### config.mk
export PLATFORM = sky130hd
export DESIGN_NAME = irq_controller_6502
export DESIGN_NICKNAME = d
export VERILOG_FILES = /design/src/rtl/irq_controller_6502.sv
export SDC_FILE = /design/constraint.sdc
export NUM_CORES = 1
export LEC_CHECK = 0
export BUFFER_PORTS_ARGS = -buffer_cell sky130_fd_sc_hd__buf_2
export CAP_MARGIN = 20
export CORE_UTILIZATION = 54
export CTS_BUF_LIST = sky130_fd_sc_hd__clkbuf_4 sky130_fd_sc_hd__clkbuf_8 sky130_fd_sc_hd__clkbuf_16
export CTS_CLUSTER_DIAMETER = 150
export DETAILED_ROUTE_END_ITERATION = 16
export PLACE_DENSITY_LB_ADDON = 0.12
export RECOVER_POWER = 100
export SLEW_MARGIN = 25
export SYNTH_ARGS = -nofsm -noshare
export SYNTH_HDL_FRONTEND = slang
export SYNTH_SLANG_ARGS = --single-unit
### constraint.sdc
create_clock -name clk_i -period 4.9 [get_ports clk_i]
set_input_delay 0.98 -clock clk_i [delete_from_list [all_inputs] [get_ports clk_i]]
set_output_delay 0.98 -clock clk_i [all_outputs]
set_load 0.03 [all_outputs]
### src/rtl/irq_controller_6502.sv
// Memory-mapped interrupt controller for a 6502-style bus: edge-detected sources, W1C pending,
// mask, priority vector and a registered active-low IRQ. Define IRQ_CTRL_SYNC_EN to add input
// synchronizers.
module irq_controller_6502 #(
  parameter int unsigned BaseAddress   = 0,
  parameter int unsigned address_width = 16,
  parameter int unsigned data_width    = 8,
  parameter int unsigned NumSources    = 8
) (
  input  logic                     clk_i,
  input  logic                     reset_i,
  input  logic [address_width-1:0] address_i,
  input  logic [data_width-1:0]    data_i,
  output logic [data_width-1:0]    data_o,
  input  logic                     rd_wr_i,
  input  logic [NumSources-1:0]    irq_src_i,
  output logic                     irq_n_o
);

  typedef logic [address_width-1:0] addr_t;
  typedef logic [data_width-1:0]    data_t;

  localparam addr_t AddrPending = addr_t'(BaseAddress);
  localparam addr_t AddrMask    = addr_t'(BaseAddress + 1);
  localparam addr_t AddrActive  = addr_t'(BaseAddress + 2);
  localparam addr_t AddrVector  = addr_t'(BaseAddress + 3);
  localparam addr_t AddrForce   = addr_t'(BaseAddress + 4);

  // Bits at or above NumSources are held at zero through this mask.
  localparam data_t SrcMask = data_t'((64'd1 << NumSources) - 64'd1);

  data_t src_det;

`ifdef IRQ_CTRL_SYNC_EN
  logic [NumSources-1:0] sync1_q, sync2_q;

  // Synchronizer keeps sampling through reset so the detector sees a settled level.
  always_ff @(posedge clk_i) begin
    sync1_q <= irq_src_i;
    sync2_q <= sync1_q;
  end

  assign src_det = data_t'(sync2_q);
`else
  assign src_det = data_t'(irq_src_i);
`endif

  data_t pending_q, pending_d;
  data_t mask_q, mask_d;
  data_t prev_q;
  data_t data_q, data_d;
  logic  irq_n_q;

  data_t active;
  data_t vector;
  data_t rise;
  logic  wr_pending, wr_mask, wr_force;

  always_comb begin
    active = pending_q & mask_q;

    // Scan high to low so the lowest-numbered active source is left in the index field.
    vector = '0;
    for (int i = NumSources - 1; i >= 0; i--) begin
      if (active[i]) begin
        vector[2:0] = 3'(i);
      end
    end
    vector[7] = |active;

    data_d = '0;
    if (!rd_wr_i) begin
      case (address_i)
        AddrPending: data_d = pending_q;
        AddrMask:    data_d = mask_q;
        AddrActive:  data_d = active;
        AddrVector:  data_d = vector;
        default:     data_d = '0;
      endcase
    end

    wr_pending = rd_wr_i && (address_i == AddrPending);
    wr_mask    = rd_wr_i && (address_i == AddrMask);
    wr_force   = rd_wr_i && (address_i == AddrForce);

    rise = src_det & ~prev_q & SrcMask;

    // A rising edge is OR-ed in after the clear so the set wins a same-cycle collision.
    pending_d = pending_q;
    if (wr_pending) begin
      pending_d = pending_d & ~data_i;
    end
    if (wr_force) begin
      pending_d = pending_d | data_i;
    end
    pending_d = (pending_d | rise) & SrcMask;

    mask_d = mask_q;
    if (wr_mask) begin
      mask_d = data_i & SrcMask;
    end
  end

  always_ff @(posedge clk_i) begin
    prev_q <= src_det;
    if (reset_i) begin
      pending_q <= '0;
      mask_q    <= '0;
      data_q    <= '0;
      irq_n_q   <= 1'b1;
    end else begin
      pending_q <= pending_d;
      mask_q    <= mask_d;
      data_q    <= data_d;
      irq_n_q   <= ~|active;
    end
  end

  assign data_o  = data_q;
  assign irq_n_o = irq_n_q;

endmodule

# [Word-level counts from Yosys, hierarchy flattened]
# Cells that the tools add are included.
# W data, S select, Z words.
[word_totals] reg_bits=33 out_inout_bits=9 word_cells=34
[op_classes] n_eq_ne=4 muxes=11 n_bitwise=7 reduce_logical=7
[op_table] op="$eq A16 B2 Y1 const B" count=2
[op_table] op="$pmux W8 S4" count=1
[op_table] op="$and A8 B8 Y8" count=3
[op_table] op="$mux W3" count=8
[op_table] op="$eq A16 B1 Y1 const B" count=1
[op_table] op="$eq A16 B3 Y1 const B" count=1
[op_table] op="$logic_not A16 Y1" count=1
[op_table] op="$mux W8" count=2
[op_table] op="$not A8 Y8" count=2
[op_table] op="$or A8 B8 Y8" count=2
[op_table] op="$reduce_or A8 Y1" count=1
[op_table] op="$logic_and A1 B1 Y1" count=3
[op_table] op="$reduce_or A2 Y1" count=1
[op_table] op="$logic_not A1 Y1" count=1

# [Logic depth before layout (Yosys ltp)]
# Gate-level depths: netlist of the first run.
[logic_depth] ltp_word=10 mapped_depth=7

# [Worst setup path after synthesis of the first run]
# No wires, ideal clock.
[synth_timing] path_kind="input to register" startpoint="in address_i[13]" endpoint="reg pending_q[2]" setup_ns=0.128 arrival_time_ns=2.460 required_ns=4.772 path_slack_ns=2.312 stages=6 path_buffers=1 path_cell_list="or4_4 > nor4_4 > buf_6 > nand4_1 > a222oi_1 > nor2_1"
[synth_via] elab_chain_len=6 word_cells_on_any_way=8
[synth_lines] element="start: declaration" line_no="12" text="input logic [address_width-1:0] address_i,"
[synth_lines] element="$logic_not A16 Y1" line_no="82" text="wr_pending = rd_wr_i && (address_i == AddrPending);"
[synth_lines] element="$logic_and A1 B1 Y1" line_no="82"
[synth_lines] element="$mux W8" line_no="90" text="if (wr_pending) begin"
[synth_lines] element="$or A8 B8 Y8" line_no="94" text="pending_d = pending_d | data_i;"
[synth_lines] element="$mux W8 *" line_no="93" text="if (wr_force) begin"
[synth_lines] element="$or A8 B8 Y8 *" line_no="96" text="pending_d = (pending_d | rise) & SrcMask;"
[synth_lines] element="end signal: assignment" line_no="112" text="pending_q <= pending_d;"
[synth_lines] element="end: declaration" line_no="48" text="data_t pending_q, pending_d;"
# Mark *: on every way between the ends. The rest lies on a longest branch, timed or not.
# A chain may end at the register's enable or synchronous reset.

# [Worst setup path after layout of the first run]
[layout_timing] startpoint="in address_i[13]" endpoint="reg mask_q[0]"
[layout_via] elab_chain_len=2
[layout_lines] element="$eq A16 B1 Y1" line_no="83" text="wr_mask = rd_wr_i && (address_i == AddrMask);"
[layout_lines] element="$logic_and A1 B1 Y1" line_no="83"
[layout_lines] element="end signal: assignment" line_no="113" text="mask_q <= mask_d;"
[layout_lines] element="end: declaration" line_no="49" text="data_t mask_q, mask_d;"
# No other way between the ends.

==> metrics, run 1 <==
final setup fails 0; FF+latch count, synth 33; PD cells 333 nW/um^2; Lkg Pwr 0.682 nW; share of layout cells above drive strength 1 0.230; register area 661 um^2; Port Buffers 43; IR Drop Worst-Case VDD 0.288 mV; Yosys cell types 32; Die X 53.6 um; initial antenna violation count 0; Worst EP arrival 3260 ps; ys flop type dfxtp_1; filler instances 242; # resized after CTS 0; period utilisation layout 0.627; maximum clock rate 325 MHz; Final Max Slew Viols 0; Nets 230; CTS Sinks 33; syn_nets 189; clk root buf clkbuf_4; total congestion overflow 0; area grow syn2layout 19.9%; syn_area_per_cell 9.33 um^2; Post-Syn Area 1440 um^2; setup bufs post-CTS 0; Worst setup EP type flip-flop; Clock Pin Slew Worst Setup and Hold Paths 110 ps; HP Start prev_q[2]; register area share after synthesis 0.460; crit path cell chain buf_2 -> or4_1 -> nor4_4 -> and3_1 -> mux2i_1 -> nor2_1; Hold Fails Final Rpt 0; Clk pwr share 0.437; Max stage delay on crit path 690 ps; first-pass GRT wire length 5140 um; post-place setup slack 1580 ps; Multi-input gate area 691 um^2; worst slew pin tran 797 ps; largest net degree at the start of global routing 19; sequential share of power 0.494; Setup crit start kind input port; die area 2870 um^2; RR Startpoint pending_q[6]; Fin Setup TNS 0 ps; hold_buf cts 0; Tot GR Track Use 0.256; worst-skew pair later-pin latency 330 ps; Layout Skew 11.7 ps; Post-route DRC 0; status finished clean; core area 2500 um^2; Net Switching 0.000122 W; Max Cap Viol 0; Rel. slew slack 0.469; via count 1,362; Tightest Hold Check Type flip-flop to flip-flop; Post-synth EDFFs 0; Critical Path Source address_i[13]; Comb pwr share 0.069; mean routed wirelength per cell 14.3 um; minimum clock period 3070 ps; Mapped Cells 154; # IOs 44; Reg2Reg Setup Slack 3700 ps; most common cell after layout, fill and taps aside dfxtp_1; die height 53.6 um; RSZ-0062 raised after global routing false; commonest non-fill, non-tap cells in the layout dfxtp_1, buf_2, nor2_1; dpl hpwl 2330 um; final WL 3240 um; H-tree depth 2; Routed Antenna Nets 0; CTS tree built; RD Place Congestion 0.861; Sw Share 0.212; fraction of registers with async set/reset 0; Initial DRC Count 40; CP Class input port to flip-flop; CP max stage cell nor4_4; Site Rows 18; ANT cells 0; Syn. warnings 0; drt pass-1 iters 5; CTS buffer count 5; number of global-route vias before repair 1,198; WP data required 5090 ps; vias per inst 6.03; Starting Density 0.575; CTS max path bufs 2; final worst setup slack 1830 ps; crit-path max FO 13; internal power 0.000452 W
-- synthesized netlist by cell type (2+ instances only) --
cell type  count  area, um^2
dfxtp_1       33         661
nor2_1        17        63.8
nand2_1       12        45.0
nand4_1       11        68.8
a222oi_1       8        80.1
inv_1          8        30.0
mux2i_1        8        80.1
nor2b_1        6        37.5
o21ai_0        6        30.0
a21oi_1        5        25.0
a22oi_1        4        30.0
clkbuf_1       4        15.0
a31oi_1        3        18.8
or3_1          3        18.8
a32oi_1        2        17.5
and3b_1        2        17.5
buf_2          2        10.0
buf_6          2        22.5
nand3_1        2        10.0
nor4_4         2        42.5
o211ai_1       2        15.0
or4_4          2        22.5
-- final timing paths --
kind,to,cells after the start
worst min register to register,pending_q[2],3
worst max-delay path,mask_q[0],6
worst max register to register,data_o[0],5
worst min-delay path,pending_q[2],3
-- flip-flops by register name (all words and copies together) (netlist names) --
name       flops
pending_q      8
mask_q         8
data_o         8
prev_q         8
irq_n_o        1
-- per-stage QoR --
step	util	total power (W)	instances	cell area (um^2)	hold WS, ps
2_1_floorplan	-	0.000308	154	1440	470
3_3_place_gp	0.655	0.000327	218	1640	479
3_5_place_dp	0.655	0.000330	218	1640	489
4_1_cts	0.696	0.000578	226	1740	502
5_1_grt	0.689	0.000595	226	1720	543
6_report	0.689	0.000574	226	1720	496
-- logic make-up (layout without fill, tap and decap cells) --
group / count (synthesis) / count (layout) / synth area share
buffers and inverters: 17 / 59 / 0.0566
AO/OA/AOI/OAI: 36 / 36 / 0.187
flip-flops: 33 / 33 / 0.460
multiplexers: 8 / 8 / 0.0558
AND/OR/NAND/NOR: 60 / 60 / 0.240
-- area by class of cell --
type                            instances  area share
Inverter                                8      0.0174
Sequential cell                        33       0.383
Clock buffer                            5      0.0218
Clock inverter                          3      0.0378
Multi-Input combinational cell        104       0.401
Timing Repair Buffer                   43       0.117
Tap cell                               30      0.0218
-- power groups by stage --
stage,sequential [W],clock (W),combinational [W]
final,0.000284,0.000251,0.0000395
after floorplan,0.000287,0,0.0000210
after global placement,0.000289,0,0.0000384
after detailed placement,0.000290,0,0.0000397
after global routing,0.000285,0.000266,0.0000436
after CTS,0.000284,0.000254,0.0000399
-- worst max-delay path, delay by kind of cell --
family        cells  cell delay, ps
mux               1             270
simple gates      4            1920
buf+inv           1              90
-- routing by layer --
layer	GRT usage	vias to the layer above	share of wire
li1	-	660	-
met1	0.291	636	0.43
met2	0.425	59	0.48
met3	0.0791	7	0.083
met4	0.140	0	0.014
met5	0	-	0
No activity file was read; power rests on OpenSTA's default activity.
==> run 2, diff against run 1 <==
CORE_UTILIZATION = 50   (was 54)
clock period = 3.2 ns   (was 4.9 ns; I/O delays follow)
==> run 2 against run 1 <==
Utilization decreased by 7.8 points; global-route usage down 2.8 points; count of clock-buffer cells in the layout unchanged; register-to-register slack lost 1700 ps; power increased by 26%; critical path depth unchanged; via count is 1.5% higher; sequential power rose by 53%; clock skew decreased by 7.9 ps; sequential share of layout area increased by 1.2 points; final area is 3.0% lower; critical path type unchanged; largest power group unchanged.
==> metrics, run 2 (same netlist as run 1, synthesis figures left out) <==
status finished clean; # resized after CTS 0; Tightest Hold Check Type input port to flip-flop; Max Cap Viol 0; Post-route DRC 0; Final Max Slew Viols 0; die height 55.6 um; die area 3090 um^2; core area 2730 um^2; Initial DRC Count 67; HP Start irq_src_i[4]; WP data required 3470 ps; worst-skew pair later-pin latency 340 ps; Worst setup EP type flip-flop; Multi-input gate area 676 um^2; total congestion overflow 0; final WL 3220 um; Hold Fails Final Rpt 0; first-pass GRT wire length 5440 um; Rel. slew slack 0.605; vias per inst 6.03; CTS tree built; worst r2r dst data_o[0]; Reg2Reg Setup Slack 1970 ps; minimum clock period 2550 ps; sequential share of power 0.598; Setup crit start kind input port; commonest non-fill, non-tap cells in the layout dfxtp_1, buf_2, nor2_1; Die X 55.6 um; period utilisation layout 0.796; crit-path max FO 12; Max stage delay on crit path 580 ps; CTS Sinks 33; internal power 0.000534 W; Worst EP arrival 2820 ps; Design Area, Final 1670 um^2; dpl hpwl 2230 um; ANT cells 0; via count 1,382; CP Class input port to flip-flop; crit path cell chain buf_2 -> or4_1 -> nor4_1 -> clkbuf_1 -> nand2_1 -> a31oi_1; area grow syn2layout 16.4%; Layout Skew 3.83 ps; Lkg Pwr 0.650 nW; IR Drop Worst-Case VDD 0.342 mV; CP max stage cell or4_1; hold_buf cts 0; hold endpoint prev_q[4]; Post-Route Utilization 0.611; DP Area 1650 um^2; Placed Cells 221; CTS buffer count 5; Nets 232; Worst R2R Path Depth 4; number of global-route vias before repair 1,234; final std cells w/o fill 229; Comb pwr share 0.083; largest net degree at the start of global routing 19; Fin Setup TNS 0 ps; CP top delay family simple AND/OR/NAND/NOR gates; Clock Pin Slew Worst Setup and Hold Paths 100 ps; initial antenna violation count 0; drt pass-1 iters 7; Tot GR Track Use 0.228; RR Startpoint pending_q[7]; # IOs 44; RD Place Congestion 0.795; clk root buf clkbuf_4; Bufs and invs on worst path 2; Starting Density 0.525; register area 661 um^2; Sw Share 0.265; final setup fails 0; Hold Path Stages 1; Site Rows 19; worst slew pin tran 593 ps; Routed Antenna Nets 0; share of layout cells above drive strength 1 0.222; most common cell after layout, fill and taps aside dfxtp_1; maximum clock rate 393 MHz; RSZ-0062 raised after global routing false; Port Buffers 43; PD cells 434 nW/um^2; CTS max path bufs 2; filler instances 254; setup bufs post-CTS 0; Net Switching 0.000192 W; Clk pwr share 0.319; mean routed wirelength per cell 14.1 um; H-tree depth 2
-- run 2: power by group through the flow --
| stage | Combinational, W | Clock [W] | Sequential (W) |
|---|---|---|---|
| after floorplan | 0.0000321 | 0 | 0.000440 |
| after global placement | 0.0000599 | 0 | 0.000443 |
| after detailed placement | 0.0000615 | 0 | 0.000443 |
| after CTS | 0.0000618 | 0.000236 | 0.000434 |
| after global routing | 0.0000671 | 0.000256 | 0.000436 |
| final | 0.0000603 | 0.000231 | 0.000434 |
-- run 2: worst max path at each step --
stage | start | end | slack, ps | depth (start not counted)
6_report | address_i[13] | data_o[0] | 650 | 6
5_1_grt | address_i[13] | pending_q[5] | 500 | 7
4_1_cts | address_i[13] | mask_q[1] | 1060 | 6
3_5_place_dp | address_i[13] | mask_q[3] | 680 | 6
3_3_place_gp | address_i[13] | mask_q[7] | 740 | 6
2_1_floorplan | address_i[13] | pending_q[2] | 950 | 6
-- run 2: final cells by class --
| type | count | share of cell area |
|---|---|---|
| repair buffers | 45 | 0.126 |
| clock buffers | 5 | 0.0225 |
| inverters | 8 | 0.0180 |
| well taps | 31 | 0.0232 |
| multi-input cells | 104 | 0.404 |
| clock inverters | 3 | 0.0105 |
| flip-flops and latches | 33 | 0.395 |
-- run 2: per-layer routing --
metal / track usage / part of all wire / wire, um / vias to the layer above
li1: - / - / - / 662
met1: 0.286 / 0.47 / 1520 / 652
met2: 0.348 / 0.44 / 1400 / 60
met3: 0.0512 / 0.069 / 221 / 8
met4: 0.157 / 0.024 / 78 / 0
met5: 0 / 0 / 0 / -
-- run 2: per-stage QoR --
stage	total power (W)	setup slack, ps	hold WS (ps)
after floorplan	0.000472	952	470
after global placement	0.000503	739	473
after detailed placement	0.000505	681	490
after CTS	0.000731	1060	397
after global routing	0.000758	503	380
final	0.000726	653	404
